$ cat src/rtl/nand_chk_settle_timer.sv
// Down-counter that holds each vector for SETTLE cycles before the compare.
// zero is high once the preload has counted out; it stays high until the next load.
module nand_chk_settle_timer #(
    parameter int SETTLE = 2
) (
    input  logic clk,
    input  logic rst,
    input  logic load,
    output logic zero
);

    logic [3:0] scnt;

    always_ff @(posedge clk) begin
        if (rst) begin
            scnt <= 4'd0;
        end else if (load) begin
            scnt <= 4'(SETTLE - 1);
        end else if (scnt != 4'd0) begin
            scnt <= scnt - 4'd1;
        end
    end

    assign zero = (scnt == 4'd0);

endmodule

$ cat config.mk
export PLATFORM = sky130hd
export DESIGN_NAME = nand_chk_settle_timer
export DESIGN_NICKNAME = d
export VERILOG_FILES = /design/src/rtl/nand_chk_settle_timer.sv
export SDC_FILE = /design/constraint.sdc
export NUM_CORES = 1
export LEC_CHECK = 0
export CORE_AREA = 2 2 39 41
export CTS_BUF_LIST = sky130_fd_sc_hd__clkbuf_4
export CTS_CLUSTER_SIZE = 40
export DETAILED_ROUTE_END_ITERATION = 6
export DIE_AREA = 0 0 41 43
export PLACE_DENSITY = 0.41
export SLEW_MARGIN = 0
export SYNTH_ARGS = -nofsm -noshare
export SYNTH_HDL_FRONTEND = slang
export SYNTH_SLANG_ARGS = --single-unit
$ cat constraint.sdc
create_clock -name clk -period 1.4 [get_ports clk]
set_input_delay 0.28 -clock clk [delete_from_list [all_inputs] [get_ports clk]]
set_output_delay 0.28 -clock clk [all_outputs]
set_load 0.03 [all_outputs]
Yosys cells after proc, flatten, opt, wreduce, memory -nomap -nowiden. Index checks and enable logic that the tools add are counted.

Register bits: 4. Bits of input ports: 3. Output and inout bits: 1. Logic and storage cells: 9.

$add $sub $neg: 1. Muxes and demuxes: 2. Reductions and logical operators: 4.

Operator list (number): $logic_not A4 Y1 (1); $reduce_bool A4 Y1 (1); $sub A4 B1 Y4 const B (1); $mux W1 (2); $reduce_bool A2 Y1 (1); $reduce_or A2 Y1 (1).

Logic depth before layout (Yosys ltp). Gate-level depths: netlist (run 1).

Depth in word-level cells: 3. Gate-level depth with buffers: 5. Depth with buffers taken out: 5.

Least setup slack after synthesis (run 1). OpenSTA, ideal clock, no wires.

Path type: reg2reg. Start point: register scnt[0]. End point: register scnt[1]. Setup time: 103 ps. Data arrival time: 1419 ps. Data required time: 1297 ps. Path slack: -123 ps. Stages on the path, launching flop included: 6. Path buffers: 0. Period minus slack after synthesis: 1523 ps. Path through: dfxtp_1 > inv_1 > ha_1 > nor3b_4 > nor2b_1 > a2111oi_2.

Longest elaborated chain between the ends: 1. Elaborated cells on any way between the ends: 2. Those cells by class: 1 x add/sub; 1 x reduce/logical.

RTL lines: from (decl) (line 12) `logic [3:0] scnt;`; from (signal assigned) (line 18) `scnt <= 4'(SETTLE - 1);`; from (signal assigned) (line 20) `scnt <= scnt - 4'd1;`; $sub A4 B1 Y4 / $reduce_bool A4 Y1 (equally long branches) (line 20, 19).

Parallel ways exist; a longest one is shown, timed or not. A chain may end at the register's enable or synchronous reset.

Worst setup path after layout (run 1).
Start point: register scnt[1]. End point: output port zero.

Longest elaborated chain between the ends: 1.

RTL lines: $logic_not A4 Y1 (line 24) `assign zero = (scnt == 4'd0);`; to (decl) (line 9) `output logic zero`.

No other way between the ends.

==> results of run 1 <==
## logic make-up (layout without fill, tap and decap cells)
logic type	count (synthesis)	in the layout
buffers and inverters	3	15
AOI/OAI and AO/OA	3	3
xor gates and xnor gates	1	1
and+or+nand+nor	7	7
adders and majority gates	1	1
DFF	4	4
muxes	1	1
## final cells by class
class | instances | share of cell area
clock buffers | 3 | 0.06691
inverters | 3 | 0.03346
flip-flops and latches | 4 | 0.2454
repair buffers | 9 | 0.2268
well taps | 16 | 0.05948
multi-input cells | 13 | 0.3680
## per-layer routing
| metal | vias up | share of wire | GRT usage |
|---|---|---|---|
| met4 | 0 | 0 | 0.06000 |
| met1 | 84 | 0.36 | 0.05128 |
| met3 | 0 | 0.048 | 0.01571 |
| li1 | 94 | - | - |
| met2 | 4 | 0.59 | 0.1125 |
| met5 | - | 0 | 0 |
## cells in the final DEF (no fill, tap or decap), drive strengths merged
cell type      Yosys  routed
ha                 1       1
nand3b             1       1
nor3               2       2
mux2i              1       1
clkbuf             0       3
a21oi              1       1
nor2b              1       1
inv                3       3
nand2b             1       1
buf                0       7
clkdlybuf4s50      0       2
dfxtp              4       4
a211oi             1       1
nor2               1       1
nor3b              1       1
xnor2              1       1
a2111oi            1       1
## synthesized netlist by cell type (all sizes together)
library cell  count
a21oi             1
nor3b             1
nor2              1
ha                1
nand2b            1
a2111oi           1
xnor2             1
mux2i             1
nor3              2
nor2b             1
a211oi            1
inv               3
dfxtp             4
nand3b            1
## metrics by stage
| step | utilization | instance area (µm²) | setup TNS, ps | hold WS, ps | setup slack [ps] |
|---|---|---|---|---|---|
| after floorplan | - | 215.2 | 0 | 349.1 | 57.77 |
| after global placement | 0.1899 | 262.8 | 0 | 509.2 | 76.00 |
| after detailed placement | 0.1899 | 262.8 | 0 | 515.5 | 72.51 |
| after CTS | 0.2369 | 327.8 | -10.14 | 558.3 | -10.14 |
| after global routing | 0.2432 | 336.6 | -69.96 | 587.3 | -69.96 |
| final | 0.2432 | 336.6 | -2.796 | 557.1 | -2.796 |
## power by group
| part | total, mW | leakage (nW) | internal, mW | switching, mW |
|---|---|---|---|---|
| clock network | 0.139 | 0.0138 | 0.0956 | 0.0436 |
| registers | 0.135 | 0.0334 | 0.126 | 0.00881 |
| logic | 0.162 | 0.0867 | 0.0947 | 0.0671 |
| total | 0.436 | 0.134 | 0.317 | 0.119 |
## worst max-delay path, delay by kind of cell (launching register included)
family / cells / cell delay [ps]
adder cells (fa/ha/maj): 1 / 130
flip-flops: 1 / 320
AND/OR/NAND/NOR: 1 / 210
buffers and inverters: 2 / 230
## path summary, 6_finish.rpt
path | endpoint | startpoint | cells after the start
worst max-delay path | zero | scnt[1] | 4
worst min-delay path | scnt[2] | scnt[2] | 2
worst max register to register | scnt[1] | scnt[1] | 5
worst min register to register | scnt[2] | scnt[2] | 2
## repair_timing
item,CTS,global route
endpoints found under the setup margin,1,1
resized for setup,2,1
buffers inserted,5,1
endpoints found under the hold margin,0,0
pin swaps,1,1
==> results_tabular.tex, run 1 <==
\begin{tabular}{lr}
\hline
Metric & Value \\
\hline
\multicolumn{2}{l}{\textbf{Cells and area}} \\
Fraction of layout instances using a drive strength above 1 & 0.5313 \\
Combined flip-flop and latch cell area & 82.58 µm² \\
Registers with the most flip-flops & scnt x4 \\
Number of nets in the layout & 38 \\
Final std cells w/o fill & 48 \\
Flip-flop count of the largest register, all copies and words added & 4 \\
Multi-input gate area & 123.9 µm² \\
Area growth from synthesis to layout & 66.05\% \\
\# diodes & 0 \\
Register name with the most flops & scnt \\
Fillers & 152 \\
\multicolumn{2}{l}{\textbf{Synthesis}} \\
Mux share of post-synthesis cell area & 0.04938 \\
Share of the synthesized area in compound gates (AO/OA/AOI/OAI) & 0.1358 \\
Simple-gate area share of the yosys netlist & 0.2593 \\
Cell type contributing the most total cell area after synthesis & dfxtp\_1 \\
Area of the mapped netlist & 202.7 µm² \\
Count of mapped cells out of synthesis & 20 \\
Count of unique library cells instantiated by Yosys & 14 \\
Sequential fraction of the synthesis area & 0.3951 \\
Number of warnings reported in the yosys synthesis log & 0 \\
Number of nets produced by synthesis & 24 \\
Synthesized area per cell & 10.13 µm² \\
Synth top area share & 0.3951 \\
Flip-flop and latch count after synthesis & 4 \\
Post-synthesis share of cell area spent on xor and xnor gates & 0.04321 \\
Synth top area cells & dfxtp\_1 (40\%), nor3b\_4 (9.3\%), a2111oi\_2 (7.4\%), ha\_1 (6.2\%), inv\_1 (5.6\%) \\
Largest family of logic cells by synthesized area & simple AND/OR/NAND/NOR gates \\
Adder-cell share of the synthesized area & 0.06173 \\
\multicolumn{2}{l}{\textbf{Place}} \\
Post-placement cell count & 39 \\
DPL Wire Length & 309.1 µm \\
Port Buffer Count & 3 \\
Final weighted congestion in routability-driven placement & 0.6394 \\
\multicolumn{2}{l}{\textbf{Die}} \\
I/O pin count & 4 \\
Core Box Area & 1384 µm² \\
Die height & 43 µm \\
Effective utilization at floorplan & 0.1465 \\
Total Die Area & 1763 µm² \\
Count of standard-cell rows & 14 \\
Die Wd & 41 µm \\
\multicolumn{2}{l}{\textbf{Power and ir drop}} \\
Static leakage power & 0.1339 nW \\
Worst-case vdd ir drop & 480.6 µV \\
Total power per unit cell area & 1295 nW/µm² \\
Post-layout total power & 0.4360 mW \\
\multicolumn{2}{l}{\textbf{GRT}} \\
Pin count of the biggest net entering global routing & 5 \\
Global router's overall resource usage & 0.06419 \\
Wire length of the first global-routing pass & 738 µm \\
Antenna violations before repair & 0 \\
Number of global-route vias before repair & 225 \\
Overflow left after global routing & 0 \\
\multicolumn{2}{l}{\textbf{Route}} \\
Starting DRT DRC Count & 0 \\
Avg WL per Cell & 8.646 µm \\
Length of the first detailed-routing pass in iterations & 1 \\
Post-route DRC violation count & 0 \\
Number of vias in the routed layout & 182 \\
Average via count per standard cell & 3.792 \\
Total detailed-routing wirelength & 415 µm \\
ANT nets after route & 0 \\
\multicolumn{2}{l}{\textbf{Timing}} \\
Min cycle time layout & 1403 ps \\
RSZ-0062 raised after global routing & true \\
Final Skew & 3.277 ps \\
Maximum operating frequency & 712.9 MHz \\
Setup-failing EPs final & 1 \\
Remaining max-slew budget at the tightest pin & 0.8362 \\
Part of the cycle the worst path needs & 1.002 \\
Number of failing hold endpoints at the final stage & 0 \\
Max Slew Vio Count & 0 \\
PnR worst setup slack & -2.796 ps \\
Transition time of the tightest slew-check pin & 245.3 ps \\
\multicolumn{2}{l}{\textbf{Clock tree}} \\
Number of buffers added by the clock tree synthesis step & 3 \\
Clk root buf & clkbuf\_4 \\
Worst-skew pair later-pin latency & 230 ps \\
CTS tree & done \\
Number of buffers inserted for hold repair after clock tree synthesis & 0 \\
Clock-pin slew reported for the worst setup and hold paths after clock tree synthesis & 40 ps \\
Sink Count & 4 \\
Maximum buffer depth of the clock tree & 2 \\
Number of H-tree levels & 1 \\
\multicolumn{2}{l}{\textbf{Run status}} \\
Failing checks & setup timing \\
Run status & finished, violations left \\
\multicolumn{2}{l}{\textbf{Critical path}} \\
Max FO, Critical Path & 2 \\
Required arrival time at the worst endpoint & 1120 ps \\
Standard cell with the maximum stage delay on the critical path & dfxtp\_2 \\
Endpoint arrival time on the critical path & 1120 ps \\
Highest cell delay on the worst timing path & 320 ps \\
Category of the critical setup timing path & reg -> out \\
Internal reg-to-reg setup slack & 130 ps \\
Cell chain of the critical path & inv\_2 -> ha\_4 -> nor3b\_4 -> buf\_6 \\
Sort of element at the end of the critical path & primary output \\
Startpoint type of the worst setup path & register \\
\multicolumn{2}{l}{\textbf{Worst hold path}} \\
Classification of the worst-slack hold path & reg -> reg \\
\multicolumn{2}{l}{\textbf{Job}} \\
Count of maximum capacitance violations & 0 \\
\hline
\end{tabular}
(Power assumes the default switching activity.)
==> run 2: changes to the inputs <==
==> constraint.sdc (replaced) <==
create_clock -name clk -period 1.45 [get_ports clk]
set_input_delay 0.29 -clock clk [delete_from_list [all_inputs] [get_ports clk]]
set_output_delay 0.29 -clock clk [all_outputs]
set_load 0.03 [all_outputs]
==> results_tabular.tex, run 2 (same netlist as run 1, synthesis figures left out) <==
\begin{tabular}{lr}
\hline
Metric & Value \\
\hline
\multicolumn{2}{l}{\textbf{Critical path}} \\
Startpoint of the lowest-slack register-to-register path & scnt[1] \\
Category of the critical setup timing path & reg -> out \\
Beginning of the critical path & scnt[0] \\
Startpoint type of the worst setup path & register \\
Endpoint arrival time on the critical path & 1150 ps (+30 ps) \\
Required arrival time at the worst endpoint & 1160 ps (+40 ps) \\
Max FO, Critical Path & 4 (+2) \\
Sort of element at the end of the critical path & primary output \\
\multicolumn{2}{l}{\textbf{Clock tree}} \\
Maximum buffer depth of the clock tree & 2 (unchanged) \\
Number of H-tree levels & 1 (unchanged) \\
Clock-pin slew reported for the worst setup and hold paths after clock tree synthesis & 30 ps (about the same) \\
Worst-skew pair later-pin latency & 230 ps (about the same) \\
Sink Count & 4 (unchanged) \\
CTS tree & done \\
Number of buffers inserted for hold repair after clock tree synthesis & 0 (unchanged) \\
Clk root buf & clkbuf\_4 \\
Number of buffers added by the clock tree synthesis step & 3 (unchanged) \\
\multicolumn{2}{l}{\textbf{GRT}} \\
Number of global-route vias before repair & 191 (-15\%) \\
Overflow left after global routing & 0 (unchanged) \\
Pin count of the biggest net entering global routing & 5 (unchanged) \\
Global router's overall resource usage & 0.06024 (-0.003952) \\
Wire length of the first global-routing pass & 669 µm (-9.3\%) \\
Antenna violations before repair & 0 (unchanged) \\
\multicolumn{2}{l}{\textbf{Power and ir drop}} \\
Worst-case vdd ir drop & 395.3 µV (-18\%) \\
Total power per unit cell area & 1246 nW/µm² (-3.8\%) \\
Static leakage power & 0.1281 nW (-4.3\%) \\
Post-layout total power & 0.4086 mW (-6.3\%) \\
\multicolumn{2}{l}{\textbf{Cells and area}} \\
Registers with the most flip-flops & scnt x4 \\
Number of nets in the layout & 37 (-2.6\%) \\
Fraction of layout instances using a drive strength above 1 & 0.4839 (-0.04738) \\
Fillers & 147 (-3.3\%) \\
Register name with the most flops & scnt \\
\# diodes & 0 (unchanged) \\
Final Core Density & 0.2369 (-0.006329) \\
Post-Layout Inst Area & 327.8 µm² (-2.6\%) \\
Most frequent standard cell in the layout excluding fill and tap cells & buf\_4 \\
Most used cells in the layout excluding fill and tap cells & buf\_4 (5), clkbuf\_4 (3), dfxtp\_1 (3) \\
Area growth from synthesis to layout & 61.73\% \\
Flip-flop count of the largest register, all copies and words added & 4 (unchanged) \\
\multicolumn{2}{l}{\textbf{Timing}} \\
Max Slew Vio Count & 0 (unchanged) \\
Remaining max-slew budget at the tightest pin & 0.8369 (about the same) \\
Setup Total Neg Slack & 0 ps (+2.796 ps) \\
Number of failing hold endpoints at the final stage & 0 (unchanged) \\
RSZ-0062 raised after global routing & true \\
Part of the cycle the worst path needs & 0.9923 \\
Final Skew & 2.857 ps (-0.4203 ps) \\
Maximum operating frequency & 695.0 MHz \\
Min cycle time layout & 1439 ps \\
PnR worst setup slack & 11.22 ps (+14.02 ps) \\
Transition time of the tightest slew-check pin & 244.2 ps (-1.029 ps) \\
Setup-failing EPs final & 0 (-1) \\
\multicolumn{2}{l}{\textbf{Route}} \\
Average via count per standard cell & 3.894 (+2.7\%) \\
ANT nets after route & 0 (unchanged) \\
Total detailed-routing wirelength & 418 µm (+0.72\%) \\
Post-route DRC violation count & 0 (unchanged) \\
Number of vias in the routed layout & 183 (+0.55\%) \\
Starting DRT DRC Count & 2 (+2) \\
Avg WL per Cell & 8.894 µm (+2.9\%) \\
Length of the first detailed-routing pass in iterations & 2 (+1) \\
\multicolumn{2}{l}{\textbf{Die}} \\
I/O pin count & 4 (unchanged) \\
Total Die Area & 1763 µm² (unchanged) \\
Die Wd & 41 µm (unchanged) \\
Count of standard-cell rows & 14 (unchanged) \\
Die height & 43 µm (unchanged) \\
Core Box Area & 1384 µm² (unchanged) \\
Effective utilization at floorplan & 0.1465 (unchanged) \\
\multicolumn{2}{l}{\textbf{Place}} \\
Worst slack at placement & 116.3 ps (+43.81 ps) \\
Final weighted congestion in routability-driven placement & 0.6082 (-4.9\%) \\
DPL Wire Length & 324.2 µm (+4.9\%) \\
Port Buffer Count & 3 (unchanged) \\
Cell area after placement & 262.8 µm² (unchanged) \\
\multicolumn{2}{l}{\textbf{Worst hold path}} \\
Beginning of the worst hold path & scnt[2] \\
Classification of the worst-slack hold path & reg -> reg \\
\multicolumn{2}{l}{\textbf{Job}} \\
Count of maximum capacitance violations & 0 (unchanged) \\
\multicolumn{2}{l}{\textbf{Run status}} \\
Run status & finished, final reports clean \\
\hline
\end{tabular}
-- run 2: cell count changes in the layout (fill, tap and decap cells not counted), sizes merged --
| cell | change |
|---|---|
| buf | -1 |
-- run 2: routing by layer --
layer,vias to the layer above,GRT usage,part of all wire
li1,92,-,-
met1,87,0.03859,0.32
met2,4,0.1125,0.65
met3,0,0.01571,0.038
met4,0,0.06000,0
met5,-,0,0
-- run 2: metrics by stage --
step / instances / hold WS, ps
floorplan: 20 / 359.1
global placement: 39 / 501.7
detailed placement: 39 / 517.6
CTS: 44 / 568.6
global route: 47 / 597.8
finish: 47 / 557.6
-- run 2: final timing paths --
check / endpoint / slack, ps / cells after the start
max: zero / 10 / 4
min: scnt[2] / 560 / 2
max reg2reg: scnt[1] / 140 / 5
min reg2reg: scnt[2] / 560 / 2
-- run 2: cell type report --
cell class,count,area (µm²),share of cell area
Clock buffer,3,22.52,0.06870
Inverter,3,11.26,0.03435
Multi-Input combinational cell,13,123.9,0.3779
Sequential cell,4,81.33,0.2481
Timing Repair Buffer,8,68.82,0.2099
Tap cell,16,20.02,0.06107
-- run 2: power by group --
part / internal [mW] / switching, mW
registers: 0.121 / 0.00937
clock network: 0.0919 / 0.0365
logic: 0.0860 / 0.0635
total: 0.299 / 0.109
-- run 2: worst max-delay path, stage by stage, from the launching register on --
cell     delay, ps
dfxtp_2        320
inv_2           70
ha_4           150
nor3b_4        220
buf_6          160
-- run 2: repair_timing --
action,CTS,global route
endpoints found under the hold margin,0,0
gates cloned,0,0
gates resized for setup,1,1
pin swaps,0,1
endpoints found under the setup margin,1,1
buffers inserted,2,3
==> run 3: changes to the inputs <==
--- a/config.mk
+++ b/config.mk
@@ -10,7 +10,8 @@
 export CTS_CLUSTER_SIZE = 40
 export DETAILED_ROUTE_END_ITERATION = 6
 export DIE_AREA = 0 0 41 43
-export PLACE_DENSITY = 0.41
+export DONT_BUFFER_PORTS = 1
+export PLACE_DENSITY = 0.37
 export SLEW_MARGIN = 0
 export SYNTH_ARGS = -nofsm -noshare
 export SYNTH_HDL_FRONTEND = slang
==> results_tabular.tex, run 3 (same netlist as run 1, synthesis figures left out) <==
\begin{tabular}{lr}
\hline
Metric & Value \\
\hline
\multicolumn{2}{l}{\textbf{Run status}} \\
Run status & finished, final reports clean \\
\multicolumn{2}{l}{\textbf{Cells and area}} \\
Combined flip-flop and latch cell area & 82.58 µm² (+1.5\%) \\
Number of nets in the layout & 35 (-5.4\%) \\
Area growth from synthesis to layout & 52.47\% \\
Final std cells w/o fill & 45 (-4.3\%) \\
Final Core Density & 0.2233 (-0.01356) \\
Register name with the most flops & scnt \\
Most frequent standard cell in the layout excluding fill and tap cells & buf\_4 \\
Flip-flop count of the largest register, all copies and words added & 4 (unchanged) \\
Fraction of layout instances using a drive strength above 1 & 0.5517 (+0.06785) \\
Registers with the most flip-flops & scnt x4 \\
Most used cells in the layout excluding fill and tap cells & buf\_4 (5), clkbuf\_4 (3) \\
\# diodes & 0 (unchanged) \\
Fillers & 147 (unchanged) \\
Multi-input gate area & 123.9 µm² (unchanged) \\
\multicolumn{2}{l}{\textbf{Power and ir drop}} \\
Net switching power of the design & 0.1085 mW (-0.76\%) \\
Cell Int Power & 0.2978 mW (-0.48\%) \\
Reg power frac & 0.319 (about the same) \\
Switching portion of total power & 0.2670 (-0.0005541) \\
Proportion of power drawn by the clock network & 0.332 (+0.018) \\
Part of the total power dissipated in combinational logic & 0.349 (-0.017) \\
Total power per unit cell area & 1315 nW/µm² (+5.5\%) \\
Worst-case vdd ir drop & 432.0 µV (+9.3\%) \\
Static leakage power & 0.1211 nW (-5.4\%) \\
\multicolumn{2}{l}{\textbf{Timing}} \\
Part of the cycle the worst path needs & 0.9717 (-0.02055) \\
Setup-failing EPs final & 0 (unchanged) \\
Maximum operating frequency & 709.7 MHz (+2.1\%) \\
Setup Total Neg Slack & 0 ps (unchanged) \\
Final Skew & 4.741 ps (+1.884 ps) \\
RSZ-0062 raised after global routing & true \\
Remaining max-slew budget at the tightest pin & 0.8369 (about the same) \\
PnR worst setup slack & 41.02 ps (+29.80 ps) \\
Number of failing hold endpoints at the final stage & 0 (unchanged) \\
Max Slew Vio Count & 0 (unchanged) \\
Min cycle time layout & 1409 ps (-29.80 ps) \\
Transition time of the tightest slew-check pin & 244.1 ps (-0.09096 ps) \\
\multicolumn{2}{l}{\textbf{Job}} \\
Count of maximum capacitance violations & 0 (unchanged) \\
\multicolumn{2}{l}{\textbf{Critical path}} \\
Startpoint of the lowest-slack register-to-register path & scnt[1] \\
Reg2reg end & scnt[1] \\
Endpoint arrival time on the critical path & 1120 ps (-30 ps) \\
Category of the critical setup timing path & reg -> out \\
Sort of element at the end of the critical path & primary output \\
Internal reg-to-reg setup slack & 80 ps (-60 ps) \\
Max FO, Critical Path & 2 (-2) \\
Required arrival time at the worst endpoint & 1160 ps (about the same) \\
Critical Path Sink & zero \\
Number of cells on the worst reg-to-reg path & 6 (+1) \\
Beginning of the critical path & scnt[0] \\
Startpoint type of the worst setup path & register \\
\multicolumn{2}{l}{\textbf{Die}} \\
I/O pin count & 4 (unchanged) \\
Effective utilization at floorplan & 0.1465 (unchanged) \\
Count of standard-cell rows & 14 (unchanged) \\
Core Box Area & 1384 µm² (unchanged) \\
Die height & 43 µm (unchanged) \\
Die Wd & 41 µm (unchanged) \\
Total Die Area & 1763 µm² (unchanged) \\
\multicolumn{2}{l}{\textbf{Route}} \\
Post-Route M1 WL & 132 µm (unchanged) \\
Length of the first detailed-routing pass in iterations & 2 (unchanged) \\
Starting DRT DRC Count & 1 (-1) \\
Post-route DRC violation count & 0 (unchanged) \\
Number of vias in the routed layout & 166 (-9.3\%) \\
Met3 routed WL & 28 µm (+75\%) \\
Highest routed metal layer & met3 \\
Average via count per standard cell & 3.689 (-5.3\%) \\
ANT nets after route & 0 (unchanged) \\
WL met2 & 192 µm (-29\%) \\
Total detailed-routing wirelength & 354 µm (-15\%) \\
Avg WL per Cell & 7.867 µm (-12\%) \\
\multicolumn{2}{l}{\textbf{Clock tree}} \\
Number of buffers added by the clock tree synthesis step & 3 (unchanged) \\
Number of H-tree levels & 1 (unchanged) \\
Number of buffers inserted for hold repair after clock tree synthesis & 0 (unchanged) \\
Clk root buf & clkbuf\_4 \\
Sink Count & 4 (unchanged) \\
Worst-skew pair later-pin latency & 230 ps (about the same) \\
Maximum buffer depth of the clock tree & 2 (unchanged) \\
Clock-pin slew reported for the worst setup and hold paths after clock tree synthesis & 40 ps (about the same) \\
CTS tree & done \\
\multicolumn{2}{l}{\textbf{Place}} \\
Post-placement cell count & 37 (-5.1\%) \\
Final weighted congestion in routability-driven placement & 0.5748 (-5.5\%) \\
Worst slack at placement & 126.0 ps (+9.725 ps) \\
DPL Wire Length & 255 µm (-21\%) \\
Port Buffer Count & 0 (-3) \\
\multicolumn{2}{l}{\textbf{GRT}} \\
Overflow left after global routing & 0 (unchanged) \\
Wire length of the first global-routing pass & 614 µm (-8.2\%) \\
Antenna violations before repair & 0 (unchanged) \\
Global router's overall resource usage & 0.05717 (-0.003069) \\
Pin count of the biggest net entering global routing & 5 (unchanged) \\
Number of global-route vias before repair & 182 (-4.7\%) \\
\multicolumn{2}{l}{\textbf{Worst hold path}} \\
Classification of the worst-slack hold path & in -> reg \\
\hline
\end{tabular}
## run 3: worst max-delay path, stage by stage (launching register included)
cell and delay [ps]:
dfxtp_2 310, inv_2 70, ha_4 130, nor3b_4 210, buf_6 160
## run 3: layout make-up
type,instances,area share
Clock buffer,3,0.07287
Inverter,3,0.03644
Multi-Input combinational cell,13,0.4008
Sequential cell,4,0.2672
Tap cell,16,0.06478
Timing Repair Buffer,6,0.1579
## run 3: power groups by stage
stage                     clock [mW]  sequential, mW  combinational (mW)
after detailed placement           0           0.130               0.105
after global placement             0           0.130               0.105
after floorplan                    0           0.129              0.0852
final                          0.135           0.130               0.142
after CTS                      0.145           0.129               0.135
after global routing           0.152           0.130               0.158
## run 3: routing by layer
| metal | global-route usage | vias to the layer above |
|---|---|---|
| li1 | - | 88 |
| met1 | 0.04167 | 74 |
| met2 | 0.08438 | 4 |
| met3 | 0.04188 | 0 |
| met4 | 0.06000 | 0 |
| met5 | 0 | - |
## run 3: repair_timing
| item | 4_1_cts | 5_1_grt |
|---|---|---|
| setup buffers | 4 | 1 |
| resized for setup | 2 | 1 |
| endpoints found under the setup margin | 1 | 1 |
| pin swaps | 1 | 0 |
## run 3: worst min path at each step
stage	start	to	slack, ps	cells after the start
floorplan	rst	scnt[0]	360	1
global placement	rst	scnt[0]	360	1
detailed placement	rst	scnt[0]	360	1
CTS	load	scnt[1]	110	1
global route	rst	scnt[0]	110	1
finish	rst	scnt[0]	110	1
## run 3: through the flow
stage	hold slack [ps]	area (µm²)	total power, mW
3_3_place_gp	362.0	242.7	0.2349
4_1_cts	108.2	300.3	0.4089
6_report	114.5	309.0	0.4063
3_5_place_dp	362.9	242.7	0.2351
5_1_grt	109.6	309.0	0.4397
2_1_floorplan	359.1	215.2	0.2140
==> patch 1 (settings of run 1) <==
Put a register stage on the output `zero`, with the module's reset. The value now appears one clock later.
--- a/src/rtl/nand_chk_settle_timer.sv
+++ b/src/rtl/nand_chk_settle_timer.sv
@@ -23,3 +23,9 @@
 
-    assign zero = (scnt == 4'd0);
+    always_ff @(posedge clk) begin
+        if (rst) begin
+            zero <= '0;
+        end else begin
+            zero <= (scnt == 4'd0);
+        end
+    end
 
Behaviour: not the same (a bounded check fails within 4 cycles, from zero or initial values and one cycle with rst high).
==> patch 1 against run 1 <==
Count of clock-buffer cells in the layout grew 1. Global-route usage is essentially flat. Die area is the same. Non-clock buffer count shrank 3. Area after synthesis grew 6.8%. Worst setup slack gained 0.070 ns. Routed wire length grew 9.9%. Sequential cell count grew 1. Cell area shrank 1.1%. Total power grew 9.8%. Register-to-register slack lost 0.06 ns. Critical endpoint is now scnt[1]. Largest cell class unchanged. Largest power group is now the clock network.
==> patch 1: results (changes against run 1) <==
Run status: finished clean (was finished, violations left). The share of synthesized cell area in full adder, half adder and majority cells is 0.0578 (was 0.0617). The placed cell count is 44 (was 39). The fill cell total of the finished layout is 156 (was 152). The DRC marker count from the first detailed-route iteration is 4 (was 0). The post-synthesis share of cell area spent on xor and xnor gates was 0.0405 (was 0.0432).

Synth top area cells: sky130_fd_sc_hd__dfxtp_1 46%, sky130_fd_sc_hd__a2111oi_2 6.9%, sky130_fd_sc_hd__ha_1 5.8%, sky130_fd_sc_hd__inv_1 5.2%, sky130_fd_sc_hd__nor2_1 5.2% (was sky130_fd_sc_hd__dfxtp_1 40%, sky130_fd_sc_hd__nor3b_4 9.3%, sky130_fd_sc_hd__a2111oi_2 7.4%, sky130_fd_sc_hd__ha_1 6.2%, sky130_fd_sc_hd__inv_1 5.6%). The maximum number of pins on one net before global-route repair is 6 (was 5). The final weighted congestion in routability-driven placement was 0.693 (was 0.639). The sequential area share after synthesis is 0.462 (was 0.395). The wire length of the first global-routing pass is 710 um (was 738 um). Top Registers: scnt: 4 flops, zero: 1 flops (was scnt: 4 flops). The final routed wire length divided by cell count is 9.50 um (was 8.65 um). The post-synthesis compound-gate area fraction was 0.127 (was 0.136).

The clock period minus worst slack is 1.33 ns (was 1.40 ns). The iteration count of the initial detailed-routing pass is 3 (was 1). The critical path arrival is 1.47 ns (was 1.12 ns).

The mux contribution to synthesized area came to 0.0462 (was 0.0494). The count of unique library cells instantiated by Yosys is 13 (was 14). The setup clock skew after layout is 0.00258 ns (was 0.00328 ns). The register-to-register setup slack came out at 0.07 ns (was 0.13 ns). Leading cell types by count after synthesis: 5 x sky130_fd_sc_hd__dfxtp_1, 3 x sky130_fd_sc_hd__inv_1, 3 x sky130_fd_sc_hd__nor2_1 (was 4 x sky130_fd_sc_hd__dfxtp_1, 3 x sky130_fd_sc_hd__inv_1, 2 x sky130_fd_sc_hd__nor3_1). The post-layout net count is 37 (was 38). The transition time at the pin with the least slew margin came out at 0.301 ns (was 0.245 ns). The worst setup slack before clock tree synthesis came out at 0.0209 ns (was 0.0725 ns).

The worst hold-check slack came to 0.532 ns (was 0.557 ns). The leakage power of the design came to 0.133 nW (was 0.134 nW). The share of cells above drive strength 1 came to 0.313 (was 0.531).
## patch 1: changes by cell type in the layout (fill, tap and decap cells not counted), moves of 2 or more
cell / run 1 / this run
sky130_fd_sc_hd__buf_4: 6 / 3
sky130_fd_sc_hd__dfxtp_1: 2 / 5
sky130_fd_sc_hd__dfxtp_2: 2 / 0
sky130_fd_sc_hd__inv_1: 1 / 3
sky130_fd_sc_hd__inv_2: 2 / 0
sky130_fd_sc_hd__nor2_1: 1 / 3
## patch 1: critical path, stage by stage, from the launching register on
cell	delay, ns
sky130_fd_sc_hd__dfxtp_1	0.30
sky130_fd_sc_hd__inv_1	0.06
sky130_fd_sc_hd__ha_2	0.18
sky130_fd_sc_hd__or3b_4	0.42
sky130_fd_sc_hd__a2111oi_4	0.28
## patch 1: repair_timing
action,CTS,global route
gates resized for setup,1,2
pin swaps,0,1
gates cloned,0,0
endpoints found under the hold margin,0,0
endpoints found under the setup margin,1,1
## patch 1: kinds of logic (layout without fill, tap and decap cells)
kind of cell	Yosys count	count (layout)
AO/OA/AOI/OAI	3	3
XOR/XNOR	1	1
adder cells (fa/ha/maj)	1	1
buffers and inverters	3	13
flip-flops	5	5
multiplexers	1	1
AND/OR/NAND/NOR	8	8
## patch 1: routing by layer
layer  up-vias  global-route usage  routed length, um
met2         2              0.0906                255
li1         96                   -                  -
met1        90              0.0643                187
met3         0              0.0314                 14
met5         -                   0                  0
met4         0              0.0600                  0
## patch 1: worst paths after layout
check | startpoint | end | cells past startpoint
setup / recovery | scnt[0] | scnt[1] | 4
hold / removal | scnt[2] | scnt[2] | 2
setup reg to reg | scnt[0] | scnt[1] | 4
hold reg to reg | scnt[2] | scnt[2] | 2
## patch 1: report_power, final
group          switching, mW  internal, mW
Sequential           0.00704         0.157
Clock                 0.0541         0.127
Combinational         0.0639        0.0701
## patch 1: cell type report
type,instances,area (um2),share of cell area
multi-input cells,14,120,0.361
clock buffers,4,30.0,0.0902
flip-flops and latches,5,100,0.301
well taps,16,20.0,0.0602
repair buffers,6,51.3,0.154
inverters,3,11.3,0.0338
## patch 1: metrics by stage
stage               power (mW)  instance area, um2  utilization
floorplan                0.241                 216            -
global placement         0.282                 289        0.209
detailed placement       0.287                 289        0.209
CTS                      0.476                 318        0.230
global route             0.507                 333        0.241
finish                   0.479                 333        0.241
==> patch 2 (config.mk and constraints of run 1) <==
Made on the original files. Reset style: asynchronous (`rst`), changed in one clocked block.
--- a/src/rtl/nand_chk_settle_timer.sv
+++ b/src/rtl/nand_chk_settle_timer.sv
@@ -13,3 +13,3 @@
 
-    always_ff @(posedge clk) begin
+    always_ff @(posedge clk or posedge rst) begin
         if (rst) begin
Check against the original RTL: differs if rst is asserted again (counterexample within 4 cycles, from zero or initial values and one cycle with rst high); with rst held inactive, the same outputs for 10 cycles.
==> patch 2 against run 1 <==
The flow still finishes with violations (setup timing). Area after synthesis is 15% higher. Cell area grew 16%. Utilization up 3.8 points. Sequential cell count unchanged. Routed wire length up 11%. First-iteration DRC count increased by 1. Worst setup slack got worse by 0.064 ns. Count of clock-buffer cells in the layout unchanged. Highest routed layer unchanged.
Power is not compared: it rests on default switching activity, and its combinational part moved more than twofold at a synthesized area within 25%.
==> patch 2: results (changes against run 1) <==
The cell family with the largest share of critical-path delay is flip-flops (unchanged). The total CTS buffers came out at 3 (unchanged). The maximum root-to-sink buffer count came out at 2 (unchanged). The maximum number of pins on one net before global-route repair is 5 (unchanged). Across the VDD grid, the largest voltage drop is 0.000832 V. The share of synthesized flip-flops with an asynchronous set or reset came out at 1.00 (was 0). For this design the static power due to leakage is 0.170 nW.

The sequential area share after synthesis is 0.428 (was 0.395). The final routed wire length divided by cell count is 8.83 um (was 8.65 um). The clock tree root driver cell is sky130_fd_sc_hd__clkbuf_4 (unchanged). Synth top area cells: sky130_fd_sc_hd__dfrtp_1 43%, sky130_fd_sc_hd__ha_1 11%, sky130_fd_sc_hd__nor3b_4 8.0%, sky130_fd_sc_hd__nand2b_1 5.3%, sky130_fd_sc_hd__inv_1 4.8% (was sky130_fd_sc_hd__dfxtp_1 40%, sky130_fd_sc_hd__nor3b_4 9.3%, sky130_fd_sc_hd__a2111oi_2 7.4%, sky130_fd_sc_hd__ha_1 6.2%, sky130_fd_sc_hd__inv_1 5.6%). Failing checks: setup timing (unchanged). The count of unique library cells instantiated by Yosys is 14 (unchanged). The cell with the largest stage delay on the worst path is sky130_fd_sc_hd__dfrtp_1 (was sky130_fd_sc_hd__dfxtp_2). The HPWL after detailed placement came out at 283 um (was 309 um). The CTS H-tree depth came out at 1 (unchanged). The iteration count of the initial detailed-routing pass came out at 4 (was 1). The share of cells above drive strength 1 is 0.472 (was 0.531).

The aggregate global-route resource usage came out at 0.0655 (was 0.0642). The clock slew seen by the registers of the worst setup and hold paths came out at 0.03 ns. The transition time at the pin with the least slew margin was 0.201 ns (was 0.245 ns). The final-report setup violation count is 1 (unchanged).

The number of global-route vias before repair came out at 202 (was 225). The clock network latency to the later pin of the worst-skew pair is 0.23 ns (about the same). The total number of yosys warnings came to 0 (unchanged). The largest stage delay on the critical path is 0.38 ns (was 0.32 ns). The setup slack after layout is -0.0665 ns (was -0.00280 ns). The final weighted congestion in routability-driven placement is 0.645 (was 0.639). The wire length of the first global-routing pass is 745 um (was 738 um).

The number of antenna violations at the first check in global routing is 0 (unchanged). The setup clock skew after layout came out at 0.0000390 ns (was 0.00328 ns). The post-layout net count came to 43 (was 38).

The maximum net fanout on the critical path is 2 (unchanged). The total negative setup slack came out at -0.0665 ns (was -0.00280 ns). The number of nets in the synthesized netlist is 28 (was 24). Top Registers: scnt: 4 flops (unchanged).

Run status: finished, violations left (unchanged). The via density per instance is 3.67 (was 3.79). The worst setup slack before clock tree synthesis is 0.0765 ns (was 0.0725 ns). The port buffer count is 3 (unchanged). Leading cell types by count after synthesis: 4 x sky130_fd_sc_hd__dfrtp_1, 3 x sky130_fd_sc_hd__inv_1 (was 4 x sky130_fd_sc_hd__dfxtp_1, 3 x sky130_fd_sc_hd__inv_1, 2 x sky130_fd_sc_hd__nor3_1).

The critical path arrival came out at 1.19 ns (was 1.12 ns). The final antenna diode count is 0 (unchanged). The class of the most critical hold timing path was input pin to asynchronous set/reset pin (was flop to flop). The DRC marker count from the first detailed-route iteration came out at 1 (was 0).
-- patch 2: final timing paths --
check,cells after the start,from,end,slack [ns]
worst min register to register,2,scnt[3],scnt[3],0.62
worst max-delay path,4,scnt[1],zero,-0.07
max in group asynchronous,2,rst,scnt[1],1.02
worst min-delay path,2,rst,scnt[2],0.24
min in group clk,2,scnt[3],scnt[3],0.62
worst max register to register,6,scnt[0],scnt[1],0.10
-- patch 2: layout make-up --
cell class                 instances  area [um2]
clock buffer                       3        22.5
fill                             153         995
inverter                           3        11.3
multi-input combinational         16         151
sequential                         4         100
tap                               16        20.0
timing repair buffer              10        83.8
-- patch 2: cells by family after synthesis --
group	Yosys count	synth area share
adders and majority gates	2	0.107
xor gates and xnor gates	1	0.0374
DFF	4	0.428
muxes	1	0.0428
and+or+nand+nor	10	0.294
buffers and inverters	3	0.0481
AOI/OAI and AO/OA	2	0.0428
-- patch 2: worst register-to-register path, delay by kind of cell (launching register included) --
| family | cells | cell delay, ns |
|---|---|---|
| compound gates | 1 | 0.12 |
| fa+ha+maj | 1 | 0.22 |
| buf+inv | 3 | 0.33 |
| flops | 1 | 0.35 |
| simple gates | 1 | 0.22 |
-- patch 2: per-layer routing --
metal | routed length [um] | track usage | up-vias
met2 | 239 | 0.0906 | 3
met5 | 0 | 0 | -
met3 | 12 | 0.0157 | 0
met1 | 207 | 0.0782 | 87
li1 | - | - | 101
met4 | 0 | 0.0600 | 0
-- patch 2: metrics by stage --
stage	hold WS [ns]	utilization	std cells	instance area [um2]
2_1_floorplan	0.0461	-	23	236
3_3_place_gp	0.473	0.211	43	292
3_5_place_dp	0.470	0.211	43	292
4_1_cts	0.228	0.253	49	350
5_1_grt	0.237	0.281	52	389
6_report	0.236	0.281	52	389
-- patch 2: timing repair --
item / CTS / global route
setup endpoints to repair: 1 / 1
endpoints found under the hold margin: 0 / 0
pin swaps: 0 / 3
setup buffers: 3 / 3
gates resized for setup: 3 / 2
-- patch 2: power by group --
group | internal [mW] | switching (mW)
combinational | 0.286 | 0.208
clock | 0.0955 | 0.0409
sequential | 0.161 | 0.0456
